File: src/rtl/vga_pkg.sv
// vga_pkg: shared state encodings for the VGA scanout block.
// Imported by the timing generator and the scanout top.
package vga_pkg;

   typedef enum logic [1:0] {
      H_SYNC_S,
      H_BP_S,
      H_ACT_S,
      H_FP_S
   } h_state_e;

   typedef enum logic [1:0] {
      V_SYNC_S,
      V_BP_S,
      V_ACT_S,
      V_FP_S
   } v_state_e;

   typedef enum logic [1:0] {
      F_IDLE,
      F_REQ,
      F_DONE
   } f_state_e;

   localparam logic [1:0] VS_IDLE   = 2'd0;
   localparam logic [1:0] VS_SOON   = 2'd1;
   localparam logic [1:0] VS_ACTIVE = 2'd2;

endpackage

File: src/rtl/vga_timing.sv
// vga_timing: horizontal/vertical phase FSMs with enable gating.
// A started frame always runs to its end; en is sampled only when idle.
module vga_timing
   import vga_pkg::*;
#(
   parameter int H_SYNC = 96,
   parameter int H_BP   = 48,
   parameter int H_ACT  = 640,
   parameter int H_FP   = 16,
   parameter int V_SYNC = 2,
   parameter int V_BP   = 33,
   parameter int V_ACT  = 480,
   parameter int V_FP   = 10
) (
   input  logic       clk,
   input  logic       rst,
   input  logic       en,
   output logic       run,
   output h_state_e   h_state,
   output v_state_e   v_state,
   output logic [9:0] h_count,
   output logic [8:0] v_count,
   output logic       hsync,
   output logic       vsync,
   output logic       frame_start,
   output logic [1:0] vga_state
);

   h_state_e   h_state_q, h_state_d;
   v_state_e   v_state_q, v_state_d;
   logic [9:0] h_cnt_q, h_cnt_d;
   logic [8:0] v_cnt_q, v_cnt_d;
   logic       run_q, run_d;
   logic       hsync_q, hsync_d;
   logic       vsync_q, vsync_d;
   logic       fs_q, fs_d;
   logic [9:0] h_end;
   logic [8:0] v_end;

   always_comb begin
      h_end = 10'(H_SYNC - 1);
      unique case (h_state_q)
         H_SYNC_S: h_end = 10'(H_SYNC - 1);
         H_BP_S:   h_end = 10'(H_BP - 1);
         H_ACT_S:  h_end = 10'(H_ACT - 1);
         H_FP_S:   h_end = 10'(H_FP - 1);
      endcase
      v_end = 9'(V_SYNC - 1);
      unique case (v_state_q)
         V_SYNC_S: v_end = 9'(V_SYNC - 1);
         V_BP_S:   v_end = 9'(V_BP - 1);
         V_ACT_S:  v_end = 9'(V_ACT - 1);
         V_FP_S:   v_end = 9'(V_FP - 1);
      endcase
   end

   always_comb begin
      h_state_d = h_state_q;
      v_state_d = v_state_q;
      h_cnt_d   = h_cnt_q;
      v_cnt_d   = v_cnt_q;
      run_d     = run_q;
      if (!run_q) begin
         run_d = en;
      end else if (h_cnt_q != h_end) begin
         h_cnt_d = h_cnt_q + 10'd1;
      end else begin
         h_cnt_d   = '0;
         h_state_d = h_state_e'(h_state_q + 2'd1);
         if (h_state_q == H_FP_S) begin
            if (v_cnt_q != v_end) begin
               v_cnt_d = v_cnt_q + 9'd1;
            end else begin
               v_cnt_d   = '0;
               v_state_d = v_state_e'(v_state_q + 2'd1);
               if (v_state_q == V_FP_S) run_d = en;
            end
         end
      end
      hsync_d = ~(run_q && h_state_q == H_SYNC_S);
      vsync_d = ~(run_q && v_state_q == V_SYNC_S);
      fs_d    = run_q && v_state_q == V_SYNC_S
             && h_state_q == H_SYNC_S
             && v_cnt_q == '0 && h_cnt_q == '0;
   end

   always_comb begin
      vga_state = VS_IDLE;
      if (v_state_q == V_ACT_S) begin
         vga_state = VS_ACTIVE;
      end else if (v_state_q == V_BP_S && v_cnt_q == v_end) begin
         vga_state = VS_SOON;
      end
   end

   always_ff @(posedge clk) begin
      if (rst) begin
         h_state_q <= H_SYNC_S;
         v_state_q <= V_SYNC_S;
         h_cnt_q   <= '0;
         v_cnt_q   <= '0;
         run_q     <= 1'b0;
         hsync_q   <= 1'b1;
         vsync_q   <= 1'b1;
         fs_q      <= 1'b0;
      end else begin
         h_state_q <= h_state_d;
         v_state_q <= v_state_d;
         h_cnt_q   <= h_cnt_d;
         v_cnt_q   <= v_cnt_d;
         run_q     <= run_d;
         hsync_q   <= hsync_d;
         vsync_q   <= vsync_d;
         fs_q      <= fs_d;
      end
   end

   assign run         = run_q;
   assign h_state     = h_state_q;
   assign v_state     = v_state_q;
   assign h_count     = h_cnt_q;
   assign v_count     = v_cnt_q;
   assign hsync       = hsync_q;
   assign vsync       = vsync_q;
   assign frame_start = fs_q;

endmodule

File: src/rtl/vga_scanout.sv
// vga_scanout: 1bpp window scanout with a ping-pong line buffer
// refilled from word memory during the preceding line's blanking.
module vga_scanout
   import vga_pkg::*;
#(
   parameter int          H_SYNC    = 96,
   parameter int          H_BP      = 48,
   parameter int          H_ACT     = 640,
   parameter int          H_FP      = 16,
   parameter int          V_SYNC    = 2,
   parameter int          V_BP      = 33,
   parameter int          V_ACT     = 480,
   parameter int          V_FP      = 10,
   parameter int          WIN_W     = 128,
   parameter int          WIN_H     = 96,
   parameter logic [31:0] BASE_ADDR = 32'h3E80
) (
   input  logic        clk,
   input  logic        rst,
   input  logic        en,
   output logic        mem_req,
   output logic [31:0] mem_addr,
   input  logic        mem_ack,
   input  logic [31:0] mem_rdata,
   output logic        hsync,
   output logic        vsync,
   output logic        de,
   output logic        pixel,
   output logic        frame_start,
   output logic        underrun,
   output logic [1:0]  vga_state,
   output logic [9:0]  h_count,
   output logic [8:0]  v_count
);

   localparam int            WORDS   = WIN_W / 32;
   localparam int            KW      = (WORDS > 1) ? $clog2(WORDS) : 1;
   localparam logic [KW-1:0] K_LAST  = KW'(WORDS - 1);
   localparam logic [9:0]    WIN_W_C = 10'(WIN_W);
   localparam logic [8:0]    WIN_H_C = 9'(WIN_H);

   logic          run;
   h_state_e      h_state;
   v_state_e      v_state;
   f_state_e      f_state_q, f_state_d;
   logic [KW-1:0] k_q, k_d;
   logic [8:0]    fy_q, fy_d;
   logic          line_ok_q, line_ok_d;
   logic          underrun_q, underrun_d;
   logic          de_q, de_d;
   logic          pixel_q, pixel_d;
   logic          in_win, line_start, fetch_go;
   logic          fetch_ready, cur_ok, wr_en;
   logic [8:0]    fetch_y;
   logic [KW-1:0] rd_idx;
   logic [31:0]   rd_word;
   logic [31:0]   lbuf_q [2][WORDS];

   vga_timing #(
      .H_SYNC(H_SYNC), .H_BP(H_BP), .H_ACT(H_ACT), .H_FP(H_FP),
      .V_SYNC(V_SYNC), .V_BP(V_BP), .V_ACT(V_ACT), .V_FP(V_FP)
   ) u_timing (
      .clk         (clk),
      .rst         (rst),
      .en          (en),
      .run         (run),
      .h_state     (h_state),
      .v_state     (v_state),
      .h_count     (h_count),
      .v_count     (v_count),
      .hsync       (hsync),
      .vsync       (vsync),
      .frame_start (frame_start),
      .vga_state   (vga_state)
   );

   assign in_win = run && h_state == H_ACT_S
                && v_state == V_ACT_S
                && h_count < WIN_W_C
                && v_count < WIN_H_C;
   assign line_start = in_win && h_count == '0;

   // Line 0 is fetched during the last back-porch line.
   assign fetch_go = run && h_state == H_FP_S && h_count == '0
                  && (vga_state == VS_SOON
                   || (v_state == V_ACT_S
                    && v_count < WIN_H_C - 9'd1));
   assign fetch_y = (vga_state == VS_SOON) ? 9'd0
                                           : v_count + 9'd1;

   assign fetch_ready = f_state_q == F_DONE && fy_q == v_count;
   assign cur_ok      = (h_count == '0) ? fetch_ready : line_ok_q;
   assign rd_idx      = h_count[KW+4:5];
   assign rd_word     = lbuf_q[v_count[0]][rd_idx];

   always_comb begin
      f_state_d  = f_state_q;
      k_d        = k_q;
      fy_d       = fy_q;
      line_ok_d  = line_ok_q;
      underrun_d = underrun_q;
      wr_en      = 1'b0;
      if (line_start) begin
         line_ok_d = fetch_ready;
         if (!fetch_ready) underrun_d = 1'b1;
         f_state_d = F_IDLE;
      end else if (fetch_go) begin
         f_state_d = F_REQ;
         k_d       = '0;
         fy_d      = fetch_y;
      end else if (f_state_q == F_REQ && mem_ack) begin
         wr_en = 1'b1;
         k_d   = k_q + 1'b1;
         if (k_q == K_LAST) f_state_d = F_DONE;
      end
      de_d    = in_win;
      pixel_d = in_win && cur_ok && rd_word[h_count[4:0]];
   end

   always_ff @(posedge clk) begin
      if (rst) begin
         f_state_q  <= F_IDLE;
         k_q        <= '0;
         fy_q       <= '0;
         line_ok_q  <= 1'b0;
         underrun_q <= 1'b0;
         de_q       <= 1'b0;
         pixel_q    <= 1'b0;
      end else begin
         f_state_q  <= f_state_d;
         k_q        <= k_d;
         fy_q       <= fy_d;
         line_ok_q  <= line_ok_d;
         underrun_q <= underrun_d;
         de_q       <= de_d;
         pixel_q    <= pixel_d;
      end
   end

   always_ff @(posedge clk) begin
      if (wr_en) lbuf_q[fy_q[0]][k_q] <= mem_rdata;
   end

   assign mem_req  = f_state_q == F_REQ;
   assign mem_addr = BASE_ADDR + 32'(fy_q) * 32'(WORDS) + 32'(k_q);
   assign de       = de_q;
   assign pixel    = pixel_q;
   assign underrun = underrun_q;

endmodule

File: config.mk
export PLATFORM = sky130hd
export DESIGN_NAME = vga_scanout
export DESIGN_NICKNAME = d
export VERILOG_FILES = /design/src/rtl/vga_pkg.sv /design/src/rtl/vga_timing.sv /design/src/rtl/vga_scanout.sv
export SDC_FILE = /design/constraint.sdc
export NUM_CORES = 1
export LEC_CHECK = 0
export ABC_AREA = 1
export ABC_CLOCK_PERIOD_IN_PS = 13470
export CAP_MARGIN = 20
export CORE_ASPECT_RATIO = 1.75
export CORE_MARGIN = 2
export CORE_UTILIZATION = 23
export CTS_CLUSTER_DIAMETER = 200
export DETAILED_ROUTE_END_ITERATION = 10
export GPL_ROUTABILITY_DRIVEN = 0
export PLACE_DENSITY_LB_ADDON = 0.25
export SLEW_MARGIN = 20
export SYNTH_ARGS = -nofsm -noshare
export SYNTH_HDL_FRONTEND = slang
export SYNTH_HIERARCHICAL = 1
export SYNTH_SLANG_ARGS = --single-unit
File: constraint.sdc
create_clock -name clk -period 13.47 [get_ports clk]
set_clock_uncertainty 0.1 [all_clocks]
set_input_delay 1.347 -clock clk [delete_from_list [all_inputs] [get_ports clk]]
set_output_delay 1.347 -clock clk [all_outputs]
set_load 0.05 [all_outputs]
# Word-level counts from Yosys, hierarchy flattened
# Memory sizes are Yosys's and may differ from the RTL's. A register that Yosys moved wholly into a read port is not among the register bits.
# Cells that the tools add are included.
[op_classes]
addsub = 7
n_lt_le_gt_ge = 7
n_eq_ne = 14
mux = 32
bitwise = 8
n_reduce_logical = 37
[ops]
columns = ["op", "n"]
rows = [
  ["$mux 128", 1],
  ["$mux 32", 3],
  ["$bmux 32 s2", 1],
  ["$demux 32 s2", 1],
  ["$pmux 10 s4", 1],
  ["$pmux 9 s4", 1],
  ["$logic_and 1x1->1", 20],
  ["$eq 9x9->1", 2],
  ["$lt 9x7->1 const B", 2],
  ["$mux 9", 2],
  ["$mux 1", 17],
  ["$add 15x2->16", 1],
  ["$add 14x11->15 const A", 1],
  ["$eq 2x2->1 const B", 6],
  ["$reduce_and 2->1", 6],
  ["$add 10x1->10 const B", 1],
  ["$logic_not 10->1", 1],
  ["$lt 10x8->1 const B", 1],
  ["$mux 10", 1],
  ["$ne 10x10->1", 1],
  ["$add 9x1->9 const B", 1],
  ["$logic_not 9->1", 1],
  ["$ne 9x9->1", 1],
  ["$eq 2x1->1 const B", 4],
  ["other kinds (15)", 28],
]
[totals]
reg_bits = 44
ramBits = 256
inputBits = 36
out_inout_bits = 60
memories = 1
[memory_table]
columns = ["name", "words", "width", "rd", "rd_ports_with_merged_regs", "write_ports", "line", "rtl"]
rows = [
  ["lbuf_q", 2, 128, 1, 1, 1, "vga_scanout.sv:57", "logic [31:0] lbuf_q [2][WORDS];"],
]

# Longest topological paths before layout
# Gate-level depths: netlist of run 1.
[logic_depth]
depth_word = 13
ltp_mapped = 19

# Hierarchy
# The synthesis of run 1 kept the hierarchy.
[modules_own_cells]
columns = ["module", "instances", "cells_per_inst", "area_per_inst_um2"]
rows = [
  ["vga_scanout", 1, 1034, 11613.6],
  ["vga_timing", 1, 263, 1747.9],
]

# Least setup slack after synthesis of run 1
# OpenSTA, ideal clock, no wires.
[synth_timing]
path_type = "register to register"
from = "reg u_timing.v_state_q[0] (netlist: u_timing/v_state[0])"
to = "mem lbuf_q[0][0] in the netlist's numbering (enable)"
setup_ps = 461
arrival_ps = 4638
path_slack_ps = 8271
path_stages_with_launch = 18
n_path_buf = 0
period_less_slack_ps = 5199
path_cell_list = "dfxtp_1 inv_1 ha_1 inv_1 nor2_1 nand2_1 nand2_1 nand2_1 inv_2 nand2_1 nor3_1 inv_1 nor2_1 inv_1 nand3_1 nand2_2 nand2_2 nor3_1"
[synth_rtl]
columns = ["item", "line", "rtl"]
rows = [
  ["start, declared", "vga_timing.sv:30", "v_state_e v_state_q, v_state_d;"],
  ["start signal, assigned", "vga_timing.sv:108", "v_state_q <= v_state_d;"],
  ["$eq 2x2->1", "vga_timing.sv:89", "if (v_state_q == V_ACT_S) begin"],
  ["$mux 2", "vga_timing.sv:89", ""],
  ["via vga_state[1]", "vga_scanout.sv:31", "output logic [1:0] vga_state,"],
  ["$eq 2x1->1", "vga_scanout.sv:85", "&& (vga_state == VS_SOON"],
  ["$logic_or 1x1->1", "vga_scanout.sv:86", "|| (v_state == V_ACT_S"],
  ["$logic_and 1x1->1", "vga_scanout.sv:85", ""],
  ["$mux 1", "vga_scanout.sv:107", "end else if (fetch_go) begin"],
  ["$mux 1", "vga_scanout.sv:103", "if (line_start) begin"],
  ["$mux 1", "vga_scanout.sv:141", "if (wr_en) lbuf_q[fy_q[0]][k_q] <= mem_rdata;"],
  ["$mux 128 (implied by the code)", "vga_scanout.sv:141", ""],
  ["end, declared", "vga_scanout.sv:57", ""],
]
# The timed path passes the listed nets, and every way through them passes these cells.

# Worst setup path in the final report of run 1
[layout_timing]
from = "reg u_timing.v_state_q[0] (netlist: u_timing/v_state[0])"
to = "out vga_state[0]"
[layout_via]
elab_chain_cells = 6
[layout_rtl]
columns = ["item", "line", "rtl"]
rows = [
  ["$eq 2x2->1 (tied with other cells)", "vga_timing.sv:49", "unique case (v_state_q)"],
  ["$pmux 9 s4", "vga_timing.sv:49", ""],
  ["$eq 9x9->1", "vga_timing.sv:91", "end else if (v_state_q == V_BP_S && v_cnt_q == v_end) begin"],
  ["$logic_and 1x1->1", "vga_timing.sv:91", ""],
  ["$mux 1", "vga_timing.sv:91", ""],
  ["$mux 2 (*)", "vga_timing.sv:89", ""],
  ["end, declared", "vga_scanout.sv:31", ""],
]
# Mark *: on every way between the ends. The rest lies on a longest branch, timed or not.

==> out/metrics.cfg, run 1 <==
[sta]
relSlewSlack_pct=33.8
setup-tns-final_ps=0
setup_slack_ps=8990
worst_slew_pin_slew_ps=993
finalSetupViolCount=0
period_needed_ps=4480
final-hold-violation-count=0
fin_crit_sh_pct=33.3
report.final.slew_viol_count=0
fmax_mhz=223
rsz0062_at_grt=no

[floorplanning]
core_area_mm2=0.0573
die-width_um=186
pin_count=96
rows=116
fp.dieH_um=323
dieArea_mm2=0.0601
start_util_pct=23.3

[detailed_routing]
drc=0
routedWlPerCell_um=17.5
wl_um=37700
postRouteAntennaNets=0
detailroute.via_count=9385
drt_pass1_iterations=5
vias_per_cell=4.37
drtIter0Drc=582

[critical_path]
endpoint=vga_state[0]
worstSetupStartpointType=flop
timing.rr.start=u_timing/v_state[0]
r2r_end=lbuf_q[1][1]
startpoint=u_timing/v_state[0]
r2r_slack_ps=9550
worstPathRequired_ps=12020
crit_type=reg -> out
critPathCaptureType=primary output
reg2reg_depth=18
arrival_ps=3040
crit_fanout=6

[placement]
pre_cts_ws_ps=9590
dp_hpwl_um=22700
portBuffers=78

[global_route]
grt_pass1_wl_um=56500
grt_max_degree=85
grt_pass1_vias=9231
grt_usage_pct=12.5
globalRouteOverflowTotal=0
antenna_found_initial=7

[yosys]
yosysSeqAreaShare_pct=64.1
ys.flop_type=edfxtp_1
synth_cell_types=46
synth-async-reset-ratio_pct=0
synth_edf_count=256
synth_seq_cells=300
syn_area_per_cell_um2=10.3
syn_area_mm2=0.0134
postSynthCellCount=1297
yosys_warnings=6

[power_and_ir_drop]
ir_worst_vdd_mv=0.0855
leakage_nw=5.62
p_per_area_mw_per_mm2=122

[cts]
cts-root-buf=clkbuf_16
clk_latency_ps=560
numCtsBuffers=28
cts.path.max_buffers=3
cts_tree=built
clock_sinks=300
clk_pin_slew_worst_paths_ps=70
cts_repair_resize_count=0
htreeDepth=1
cts-hold-fix-buffers=0
cts_setup_buffers=0

[finish]
area_growth_pct=18.4
final_common_cell=nand2_1
nFillCells=5920
final_nets=1415
layout_common_cells=nand2_1 (383), nand3_1 (258), edfxtp_1 (256)
post-route-util_pct=27.6
drive_above_1_share_pct=7.68

[job]
maxCapViolCount=0

[worst_hold_path]
hold_class=reg -> reg
whs_path_depth=2

[outcome]
status=finished, final reports clean

-- report_power, final --
| part | internal [W] | switching, W | total [W] |
|---|---|---|---|
| Sequential | 0.00101 | 0.00000110 | 0.00101 |
| Clock | 0.000508 | 0.000350 | 0.000857 |
| Combinational | 0.0000172 | 0.0000444 | 0.0000615 |
| Total | 0.00153 | 0.000395 | 0.00193 |
-- cell usage after synthesis, types with 7 or more instances --
library cell,instances,area [um^2]
nand2_1,383,1440
clkbuf_1,9,33.8
nand3_1,258,1290
buf_2,23,115
edfxtp_1,256,7690
ha_1,20,250
inv_2,7,26.3
a21oi_1,22,110
dfxtp_1,44,881
nor2_1,65,244
buf_4,34,255
nand2_2,7,43.8
nor3_1,17,85.1
inv_1,65,244
nand4_1,8,50.1
o21ai_0,17,85.1
-- sequential cells by signal, summed over array words and instances, names as in the netlist, 2 cells and up --
signal            cells
fy_q                  9
u_timing/h_state      2
u_timing/v_count      9
k_q                   2
f_state_q             2
lbuf_q              256
u_timing/h_count     10
u_timing/v_state      2
-- layout make-up --
cell class              count  area, um^2  area share, %
inverters                  76         289           1.83
clock buffers              39         793           5.01
well taps                 767         960           6.07
diodes                      1        2.50         0.0158
flip-flops and latches    300        8570           54.2
clock inverters            12         195           1.23
multi-input cells         858        4100           25.9
repair buffers             95         908           5.74
-- cell families after synthesis --
kind of cell,after synthesis,synth area share [%]
other cells,1,0.0281
xor+xnor,6,0.393
simple gates,760,25.2
compound gates,55,2.44
fa+ha+maj,20,1.87
buf+inv,155,5.96
flops,300,64.1
-- how the worst min path moves through the flow --
stage	start	to	slack (ps)
after floorplan	fy_q[8]	fy_q[8]	350
after global placement	underrun	underrun	370
after detailed placement	underrun	underrun	370
after CTS	underrun	underrun	380
after global routing	underrun	underrun	390
final	underrun	underrun	370
-- worst max-delay path, cell delays in order (launching register included) --
cell	delay, ps
dfxtp_1	360
inv_1	130
ha_1	290
inv_1	90
nor2_1	110
nand2_1	60
nand2_1	70
nand2_1	70
inv_2	80
nand2_1	110
nor3_1	250
clkdlybuf4s50_1	860
-- layer usage --
| metal | wire length, um | vias to the layer above | global-route usage [%] | share of wire [%] |
|---|---|---|---|---|
| li1 | - | 4530 | - | - |
| met1 | 14300 | 4492 | 13.6 | 38 |
| met2 | 19700 | 264 | 23.3 | 52 |
| met3 | 2070 | 89 | 2.24 | 5.5 |
| met4 | 1580 | 10 | 5.51 | 4.2 |
| met5 | 64 | - | 0 | 0.17 |
-- metrics by stage --
step	instance area [um^2]	cells	total power, W	hold WS [ps]
final	15800	2148	0.00193	373
after global routing	15800	2148	0.00198	392
after CTS	15800	2147	0.00195	376
after detailed placement	14800	2096	0.00109	366
after global placement	14800	2096	0.00109	371
after floorplan	13400	1313	0.00106	346
Note: power is estimated with default switching activity, not from simulation.
==> run 2: changes to the inputs <==
--- a/config.mk
+++ b/config.mk
@@ -6,7 +6,7 @@
 export NUM_CORES = 1
 export LEC_CHECK = 0
 export ABC_AREA = 1
-export ABC_CLOCK_PERIOD_IN_PS = 13470
+export ABC_CLOCK_PERIOD_IN_PS = 4600
 export CAP_MARGIN = 20
 export CORE_ASPECT_RATIO = 1.75
 export CORE_MARGIN = 2
==> constraint.sdc (replaced) <==
create_clock -name clk -period 4.6 [get_ports clk]
set_clock_uncertainty 0.1 [all_clocks]
set_input_delay 0.46 -clock clk [delete_from_list [all_inputs] [get_ports clk]]
set_output_delay 0.46 -clock clk [all_outputs]
set_load 0.05 [all_outputs]
==> out/metrics.cfg, run 2 (synthesis gave the netlist of run 1 again) <==
[sta]
setup_slack_ps=921
worst_slew_pin_slew_ps=848
relSlewSlack_pct=43.4
setup-tns-final_ps=0
finalSetupViolCount=0
final-hold-violation-count=0
fin_crit_sh_pct=80.0
fmax_mhz=272
report.final.slew_viol_count=0
period_needed_ps=3680
rsz0062_at_grt=no

[cts]
cts_setup_buffers=0
clk_latency_ps=570
numCtsBuffers=28
clock_sinks=300
clk_pin_slew_worst_paths_ps=70
htreeDepth=1
cts_tree=built
cts-root-buf=clkbuf_16
cts.path.max_buffers=3
cts-hold-fix-buffers=0
cts_repair_resize_count=0

[critical_path]
worstSetupStartpointType=flop
worstPathRequired_ps=4040
crit_type=reg -> out
arrival_ps=3120
crit_fanout=6
critPathCaptureType=primary output

[global_route]
antenna_found_initial=2
grt_usage_pct=12.8
grt_pass1_wl_um=57800
grt_pass1_vias=9416
globalRouteOverflowTotal=0
grt_max_degree=97

[floorplanning]
core_area_mm2=0.0573
fp.dieH_um=323
die-width_um=186
rows=116
start_util_pct=23.3
dieArea_mm2=0.0601
pin_count=96

[detailed_routing]
vias_per_cell=4.36
routedWlPerCell_um=17.9
wl_um=38600
postRouteAntennaNets=0
drtIter0Drc=538
detailroute.via_count=9400
drt_pass1_iterations=7
drc=0

[power_and_ir_drop]
p_per_area_mw_per_mm2=349
leakage_nw=5.65
p_total_w=0.00554
ir_worst_vdd_mv=0.252

[placement]
pre_cts_ws_ps=1130
dp_hpwl_um=24000
portBuffers=78

[worst_hold_path]
hold_class=reg -> reg

[finish]
diodes=0
final_common_cell=nand2_1
largest_reg_flops=256
area_growth_pct=18.7
drive_above_1_share_pct=7.86
final_nets=1422
layout_common_cells=nand2_1 (383), nand3_1 (258), edfxtp_1 (256)

[outcome]
status=finished, final reports clean

[job]
maxCapViolCount=0

==> run 2: cell count changes in the layout (fill, tap and decap cells not counted), sizes merged <==
cell | before | now
diode | 1 | 0
clkbuf | 39 | 35
clkinv | 10 | 16
buf | 17 | 24
inv | 72 | 71
bufinv | 5 | 4
==> run 2: power breakdown <==
part | switching (W) | internal [W] | leakage (nW) | total, W
registers | 0.00000667 | 0.00295 | 2.66 | 0.00295
logic | 0.000130 | 0.0000506 | 2.54 | 0.000181
clock network | 0.00103 | 0.00138 | 0.455 | 0.00241
total | 0.00117 | 0.00437 | 5.65 | 0.00554
==> run 2: metal layers <==
layer | track usage [%] | wire length (um) | part of all wire (%) | vias to the layer above
met5 | 0 | 28 | 0.073 | -
met1 | 14.0 | 14900 | 39 | 4547
met2 | 24.4 | 20600 | 53 | 230
li1 | - | - | - | 4539
met4 | 5.32 | 1450 | 3.8 | 4
met3 | 1.97 | 1660 | 4.3 | 80
==> run 2: cell type report <==
cell class / count / area (um^2)
clock inverter: 16 / 185
fill: 6009 / 41500
timing repair buffer: 102 / 1010
sequential: 300 / 8570
inverter: 76 / 288
multi-input combinational: 858 / 4100
tap: 767 / 960
clock buffer: 35 / 748
==> run 2: worst paths after layout <==
| path | from | end | slack [ps] | depth (start not counted) |
|---|---|---|---|---|
| setup / recovery | u_timing/v_state[0] | vga_state[0] | 920 | 11 |
| hold / removal | underrun | underrun | 350 | 2 |
| setup reg to reg | u_timing/v_state[0] | lbuf_q[0][12] | 1110 | 18 |
| hold reg to reg | underrun | underrun | 350 | 2 |
==> run 2: metrics by stage <==
stage | std cells | area (um^2) | hold slack, ps | utilization (%)
after detailed placement | 2102 | 14900 | 349 | 26.0
after CTS | 2153 | 15800 | 359 | 27.6
after global placement | 2102 | 14900 | 344 | 26.0
after floorplan | 1313 | 13400 | 346 | -
after global routing | 2154 | 15900 | 386 | 27.7
final | 2154 | 15900 | 354 | 27.7
==> run 2: critical path, stage by stage, from the launching register on <==
cell and delay [ps]:
dfxtp_1 360, inv_1 130, ha_1 290, inv_1 90, nor2_1 100, nand2_1 60
nand2_1 60, nand2_1 60, inv_2 80, nand2_1 110, nor3_1 250, clkdlybuf4s50_1 960
==> run 3: changes to the inputs <==
--- a/config.mk
+++ b/config.mk
@@ -6,7 +6,7 @@
 export NUM_CORES = 1
 export LEC_CHECK = 0
 export ABC_AREA = 1
-export ABC_CLOCK_PERIOD_IN_PS = 4600
+export ABC_CLOCK_PERIOD_IN_PS = 3200
 export CAP_MARGIN = 20
 export CORE_ASPECT_RATIO = 1.75
 export CORE_MARGIN = 2
==> constraint.sdc (replaced) <==
create_clock -name clk -period 3.2 [get_ports clk]
set_clock_uncertainty 0.1 [all_clocks]
set_input_delay 0.32 -clock clk [delete_from_list [all_inputs] [get_ports clk]]
set_output_delay 0.32 -clock clk [all_outputs]
set_load 0.05 [all_outputs]
==> out/metrics.cfg, run 3 (synthesis gave the netlist of run 1 again) <==
[finish]
largest_reg_flops=256
post-route-util_pct=28.3
final_common_cell=nand2_1
final_nets=1448
area_growth_pct=21.4
drive_above_1_share_pct=10.6
layout_common_cells=nand2_1 (382), nand3_1 (257), edfxtp_1 (256)

[sta]
relSlewSlack_pct=50.3
fin_crit_sh_pct=92.3
final-hold-violation-count=0
report.final.slew_viol_count=0
finalSetupViolCount=0
period_needed_ps=2950
fmax_mhz=338
rsz0062_at_grt=no
worst_slew_pin_slew_ps=743
setup-tns-final_ps=0

[detailed_routing]
drtIter0Drc=602
detailroute.via_count=9556
postRouteAntennaNets=0
routedWlPerCell_um=17.3
wl_um=37600
drc=0
drt_pass1_iterations=9
vias_per_cell=4.39

[global_route]
grt_pass1_vias=9686
grt_usage_pct=12.6
grt_max_degree=117
globalRouteOverflowTotal=0
antenna_found_initial=2
grt_pass1_wl_um=57000

[floorplanning]
dieArea_mm2=0.0601
pin_count=96
rows=116
die-width_um=186
fp.dieH_um=323
core_area_mm2=0.0573
start_util_pct=23.3

[worst_hold_path]
hold_path_end=underrun
hold_class=reg -> reg
whs_path_depth=2
hold_path_startpoint=underrun

[power_and_ir_drop]
leakage_nw=5.85
p_comb_share_pct=3.6
p_per_area_mw_per_mm2=477
intPower_w=0.00606
p_sw_w=0.00168
ir_worst_vdd_mv=0.339
seq_power_share_pct=54.8
clock_power_share_pct=41.7
sw_frac_of_total_pct=21.7

[critical_path]
crit_chain=inv_1 -> ha_1 -> inv_1 -> nand2_1 -> nand2_1 -> nor2_1 -> nand2_1 -> inv_2 -> nand2_2 -> nor3_4 -> inv_1 -> nor2_2 -> inv_2 -> nand3_2 -> nand2_4 -> nand2_8 -> nor3_4 -> buf_12
r2r_end=lbuf_q[1][50]
crit_type=reg -> reg
critPathCaptureType=flop
worstPathRequired_ps=3350
arrival_ps=3110
reg2reg_depth=18
timing.rr.start=u_timing/v_state[1]
max_stage_delay_ps=580
r2r_slack_ps=250
crit_fanout=22
slowest_stage=nor3_4
worstSetupStartpointType=flop

[placement]
portBuffers=78
dp_hpwl_um=24600

[cts]
htreeDepth=1
cts-root-buf=clkbuf_16
numCtsBuffers=29
cts_tree=built
clk_latency_ps=570
cts.path.max_buffers=3
clk_pin_slew_worst_paths_ps=70
clock_sinks=300

[job]
maxCapViolCount=0

[outcome]
status=finished, final reports clean

[run 3: cell count changes in the layout (fill, tap and decap cells not counted), sizes merged]
cell / change
buf: +25
bufinv: -3
inv: +3
clkbuf: -2
clkdlybuf4s50: -1
clkinv: +1
diode: +1
dlymetal6s2s: +1
[run 3: worst max path at each step]
stage,cells after the start,start,end,slack [ps]
floorplan,17,u_timing/v_state[0],lbuf_q[1][0],20
global placement,18,u_timing/v_state[1],lbuf_q[1][10],170
detailed placement,18,u_timing/v_state[1],lbuf_q[1][2],200
CTS,6,u_timing/v_count[6],vga_state[0],50
global route,18,u_timing/v_state[1],lbuf_q[1][35],10
finish,18,u_timing/v_state[1],lbuf_q[1][50],250
[run 3: final cells by class]
class                      count  area (um^2)
clock buffer                  33          741
inverter                      76          288
antenna                        1         2.50
clock inverter                17          124
sequential                   300         8590
timing repair buffer         127         1310
multi-input combinational    858         4200
fill                        5926        41100
tap                          767          960
[run 3: power by group through the flow]
stage                     Clock (W)  Sequential, W  Combinational, W
final                       0.00322        0.00424          0.000275
after global routing        0.00347        0.00424          0.000296
after CTS                   0.00333        0.00424          0.000280
after detailed placement          0        0.00433          0.000279
after global placement            0        0.00433          0.000277
after floorplan                   0        0.00434          0.000125
[run 3: what timing repair did]
| item | in CTS | in global routing |
|---|---|---|
| hold buffers | 0 | 0 |
| buffers inserted | 0 | 7 |
| endpoints found under the setup margin | 0 | 148 |
| gates resized for setup | 0 | 2 |
[run 3: metrics by stage]
step                      setup WS (ps)  hold slack, ps  instance area [um^2]  instances  power (W)
after detailed placement            196             368                 15300       2121    0.00460
after global routing               10.6             394                 16200       2179    0.00801
after CTS                          46.9             356                 16100       2171    0.00785
final                               246             371                 16200       2179    0.00774
after floorplan                    17.0             282                 13600       1313    0.00447
after global placement              171             366                 15300       2121    0.00460
[run 3: routing by layer]
| layer | GRT usage [%] | vias to the layer above | share of wire, % |
|---|---|---|---|
| met5 | 0 | - | 0.035 |
| met3 | 1.80 | 74 | 4.1 |
| met4 | 5.18 | 2 | 3.6 |
| met2 | 24.8 | 241 | 55 |
| li1 | - | 4596 | - |
| met1 | 13.1 | 4643 | 37 |
[run 3: critical path, delay by kind of cell (launching register included)]
| kind | cells | cell delay [ps] |
|---|---|---|
| adders and majority gates | 1 | 200 |
| buffers and inverters | 6 | 650 |
| DFF | 1 | 380 |
| and+or+nand+nor | 11 | 1280 |
